File: config.mk
export PLATFORM = sky130hd
export DESIGN_NAME = mux16_1
export DESIGN_NICKNAME = d
export VERILOG_FILES = /design/src/rtl/mux16_1.sv
export SDC_FILE = /design/constraint.sdc
export NUM_CORES = 1
export LEC_CHECK = 0
export CORE_MARGIN = 3
export CORE_UTILIZATION = 24
export CTS_BUF_LIST = sky130_fd_sc_hd__clkbuf_4 sky130_fd_sc_hd__clkbuf_8 sky130_fd_sc_hd__clkbuf_16
export CTS_CLUSTER_SIZE = 16
export DETAILED_ROUTE_END_ITERATION = 10
export PLACE_DENSITY = 0.76
export SLEW_MARGIN = 15
export SYNTH_ARGS = -nofsm -noshare
export SYNTH_HDL_FRONTEND = slang
export SYNTH_SLANG_ARGS = --single-unit
File: constraint.sdc
create_clock -name clk -period 0.8 [get_ports clk]
set_input_delay 0.08 -clock clk [delete_from_list [all_inputs] [get_ports clk]]
set_output_delay 0.08 -clock clk [all_outputs]
set_load 0.03 [all_outputs]
File: src/rtl/mux16_1.sv
// 16-to-1 WIDTH-bit word selector, sel = {s1,s0}; MUX16_1_COMB_OUT_EN selects a combinational output.
// Latency: 1 cycle registered (reset value 0); 0 cycles when MUX16_1_COMB_OUT_EN is defined.
// Backpressure: none, y is a continuously valid word with no handshake.
module mux16_1 #(
    parameter int WIDTH = 4
) (
    input  logic             clk,
    input  logic             rst_n,
    input  logic [WIDTH-1:0] i0,
    input  logic [WIDTH-1:0] i1,
    input  logic [WIDTH-1:0] i2,
    input  logic [WIDTH-1:0] i3,
    input  logic [WIDTH-1:0] i4,
    input  logic [WIDTH-1:0] i5,
    input  logic [WIDTH-1:0] i6,
    input  logic [WIDTH-1:0] i7,
    input  logic [WIDTH-1:0] i8,
    input  logic [WIDTH-1:0] i9,
    input  logic [WIDTH-1:0] i10,
    input  logic [WIDTH-1:0] i11,
    input  logic [WIDTH-1:0] i12,
    input  logic [WIDTH-1:0] i13,
    input  logic [WIDTH-1:0] i14,
    input  logic [WIDTH-1:0] i15,
    input  logic [2:0]       s1,
    input  logic             s0,
    output logic [WIDTH-1:0] y
);

    logic [3:0]       sel;
    logic [WIDTH-1:0] sel_dat;

    assign sel = {s1, s0};

    always_comb begin
        sel_dat = '0;
        case (sel)
            4'd0:  sel_dat = i0;
            4'd1:  sel_dat = i1;
            4'd2:  sel_dat = i2;
            4'd3:  sel_dat = i3;
            4'd4:  sel_dat = i4;
            4'd5:  sel_dat = i5;
            4'd6:  sel_dat = i6;
            4'd7:  sel_dat = i7;
            4'd8:  sel_dat = i8;
            4'd9:  sel_dat = i9;
            4'd10: sel_dat = i10;
            4'd11: sel_dat = i11;
            4'd12: sel_dat = i12;
            4'd13: sel_dat = i13;
            4'd14: sel_dat = i14;
            4'd15: sel_dat = i15;
            default: sel_dat = '0;
        endcase
    end

`ifdef MUX16_1_COMB_OUT_EN
    // Clock and reset stay on the port list so both builds drop into the same socket.
    logic unused_clk_rst;
    assign unused_clk_rst = clk & rst_n;
    assign y = sel_dat;
`else
    always_ff @(posedge clk or negedge rst_n) begin
        if (!rst_n) begin
            y <= '0;
        end else begin
            y <= sel_dat;
        end
    end
`endif

endmodule

After elaboration in Yosys (flattened, before gate mapping). Cells that the tools add are included.

Output and inout bits: 4. Logic and storage cells: 18. Bits in registers: 4.

Equality and inequality tests: 15. Reduce and logical (&&, ||, !) cells: 1. Multiplexer cells: 1.

Operators by type and width (number): $pmux W4 S16 (1); $eq A4 B4 Y1 const B (8); $eq A4 B3 Y1 const B (4); $eq A4 B2 Y1 const B (2); $eq A4 B1 Y1 const B (1); $logic_not A4 Y1 (1).

Longest topological paths before layout.
Depth after elaboration: 2. Mapped depth: 6. Mapped depth without buffers: 4.

Least setup slack after synthesis. OpenSTA, ideal clock, no wires.

Path kind: input-to-reg. Start point: input s0. End point: register y[3]. Setup time: 0.126 ns. Arrival time: 1.070 ns. Setup slack: -0.396 ns. Cell stages on the path: 5. Buffers on the path: 1. Cell sequence: buf_6 -> mux2_4 -> a32oi_1 -> o211ai_1 -> o32a_1.

Longest elaborated chain between the ends: 2. Elaborated cells between the ends (all ways): 17. Classes of those cells: eq/ne: 15; mux: 1; reduce/logical: 1.

Ends and longest elaborated chain: from (decl) (line 26) `input logic s0,`; $eq A4 B4 Y1, or another cell as far along (line 37) `case (sel)`; $pmux W4 S16 * (line 37); named net sel_dat[3] (line 31) `logic [WIDTH-1:0] sel_dat;`; to (signal assigned) (line 68) `y <= sel_dat;`; to (decl) (line 27) `output logic [WIDTH-1:0] y`.

Mark *: on every way through the listed nets, which the timed path passes. The rest lies on a longest branch.

Worst setup path in the final report. Same ends and word-level chain as after synthesis.

==> results_dict.tcl <==
set metrics [dict create \
    grt_pass1_vias 1416 \
    hold_viol_final 0 \
    ys_warn_count 0 \
    p_int_mw 1.069 \
    violations "setup timing" \
    dieHeight_um 63.58 \
    drt_first_iter_violations 47 \
    largest_reg_flops 4 \
    hpwl_mm 2.805 \
    stdcell_count 237 \
    setup_ws_ns -0.3964 \
    pwr-share-clk 0.167 \
    p_leak_nw 0.8670 \
    cts_tree "built" \
    vias 1240 \
    drv_cap 0 \
    tightest_slew_ns 0.3265 \
    routedWlPerCell_um 17.39 \
    start_util 0.2565 \
    fillCellCount 268 \
    whs_ns 0.04139 \
    cts_htree_levels 1 \
    fin_nets 265 \
    row_count 20 \
    totalPowerFinal_mw 1.568 \
    max_freq_mhz 835.8 \
    clk_pin_slew_ns 0.04 \
    critPathKind "primary input to register" \
    clockBufferDepth 2 \
    vias_per_cell 5.232 \
    cts_buffers 3 \
    cp_data_arrival_time_ns 1.31 \
    cp-start-kind "primary input" \
    pwr-share-comb 0.676 \
    synth_nets 169 \
    rsz0062_at_grt "yes" \
    gr-usage-all-layers 0.2126 \
    ys_types 37 \
    area_growth_syn_to_layout_pct 151.4 \
    end_kind "register" \
    crit_required_ns 0.92 \
    holdCritPathClass "primary input to async pin" \
    io_pins 74 \
    largest-register "y" \
    postCtsHoldBufs 0 \
    synth_seq_area_share 0.1258 \
    place.detailed.instances 223 \
    avgSynthCellArea_um2 8.038 \
    finalSetupViolations 8 \
    min_period_over_period 1.496 \
    dieArea_um2 4042 \
    grt_max_degree 14 \
    setup-tns-final_ns -1.390 \
    drive_gt1_frac 0.3523 \
    first_pass_iters 4 \
    slew_viol_final 0 \
    numPortBuffers 73 \
    clockRootBuffer "clkbuf_4" \
    grt_pass1_wl_mm 6.803 \
    ys_ff_latch 4 \
    routabilityCongestion 0.7764 \
    core_region_area_um2 3103 \
    antenna_found_initial 0 \
    syn_area_um2 795.8 \
    overflow 0 \
    critPathMaxFanout 5 \
    n_antenna_cell 0 \
    detail-route-antenna-nets 0 \
    drcViolationCount 0 \
    fin_crit_ns 1.196 \
    final_core_util 0.6448 \
    p_sw_frac 0.3187 \
    reg_top3 "y: 4 flops" \
    cts_sinks 4 \
    syn_inst 99 \
    ir_drop_uv 287.5 \
    die_w_um 63.58 \
    p_sw_mw 0.4998 \
    p_per_area_nw_per_um2 784.0 \
    routed_wl_mm 4.121 \
    max-slew-margin-rel 0.7819 \
    seqPwrFrac 0.157 \
    status "finished with violations" \
]
[worst paths after layout]
check | end | startpoint | cells after the start
max | y[3] | s0 | 6
min | y[3] | rst_n | 1
max in group asynchronous | y[2] | rst_n | 1
min in group clk | y[2] | i1[2] | 5
[per-stage QoR]
stage | area (µm²) | worst slack (ns)
detailed placement | 1690 | -1.074
global placement | 1690 | -1.033
finish | 2001 | -0.3964
CTS | 1979 | -0.3493
floorplan | 854.6 | -0.3761
global route | 2001 | -0.4315
[worst max-delay path, cell delays in order]
cell and delay, ns:
buf_12 0.11, buf_12 0.13, mux2_4 0.29, a32oi_2 0.17
o211ai_1 0.15, o32a_1 0.37
[timing repair]
action / 4_1_cts / 5_1_grt
pin swaps: 21 / 8
gates resized for setup: 84 / 3
cloned: 3 / 0
hold endpoints to repair: 0 / 0
setup buffers: 7 / 1
setup endpoints to repair: 8 / 8
[cells by family (layout without fill, tap and decap cells)]
kind of cell	after synthesis	after routing	synth area share
compound gates	38	38	0.3475
flops	4	4	0.1258
buf+inv	10	104	0.07232
simple gates	36	36	0.2799
mux	11	11	0.1745
[cell usage after synthesis (all sizes together)]
master	instances	area (µm²)
a211o	1	8.760
o31ai	1	7.510
nor2b	8	50.05
a31oi	3	18.77
nor3	1	5.000
o32ai	2	17.52
and2	2	12.51
o221ai	1	8.760
nor2	6	22.52
and3b	4	35.03
o211ai	1	7.510
mux2i	3	30.03
and4b	1	10.01
nand2	5	18.77
a21oi	4	20.02
o21ai	4	20.02
mux4	1	26.28
a22o	2	17.52
inv	1	3.750
o22ai	4	25.02
o32a	4	40.04
nand2b	3	18.77
nand3b	2	15.01
and4	1	8.760
buf	9	53.80
a211oi	1	7.510
a22oi	8	60.06
a32oi	2	17.52
nand4	1	6.260
dfrtp	4	100.1
nor4bb	2	20.02
mux2	7	82.57
[final cells by class]
| type | count | area [µm²] | area share |
|---|---|---|---|
| repair buffers | 100 | 1030 | 0.5147 |
| multi-input cells | 85 | 789.5 | 0.3946 |
| flip-flops and latches | 4 | 100.1 | 0.05003 |
| well taps | 44 | 55.05 | 0.02752 |
| clock buffers | 3 | 22.52 | 0.01126 |
| inverters | 1 | 3.754 | 0.001876 |
[power groups by stage]
stage,logic [mW],registers [mW],clock network [mW]
global route,1.12,0.250,0.278
CTS,1.03,0.247,0.266
global placement,0.865,0.245,0
detailed placement,0.869,0.243,0
floorplan,0.312,0.305,0
finish,1.06,0.246,0.261
[cells in the final DEF, fill, tap and decap left out, types with 5 or more instances in the layout]
cell type,instances
clkdlybuf4s50_1,46
nor2_1,6
clkdlybuf4s15_1,5
a22oi_2,5
dlygate4sd2_1,11
nand2_1,5
buf_4,19
buf_6,8
nor2b_4,6
mux2_4,6
[routing by layer]
layer,part of all wire,GRT usage
met2,0.47,0.3494
met4,0.019,0.07817
met1,0.40,0.2548
met5,0,0
met3,0.10,0.07130
Power figures use the tool's default switching activity.
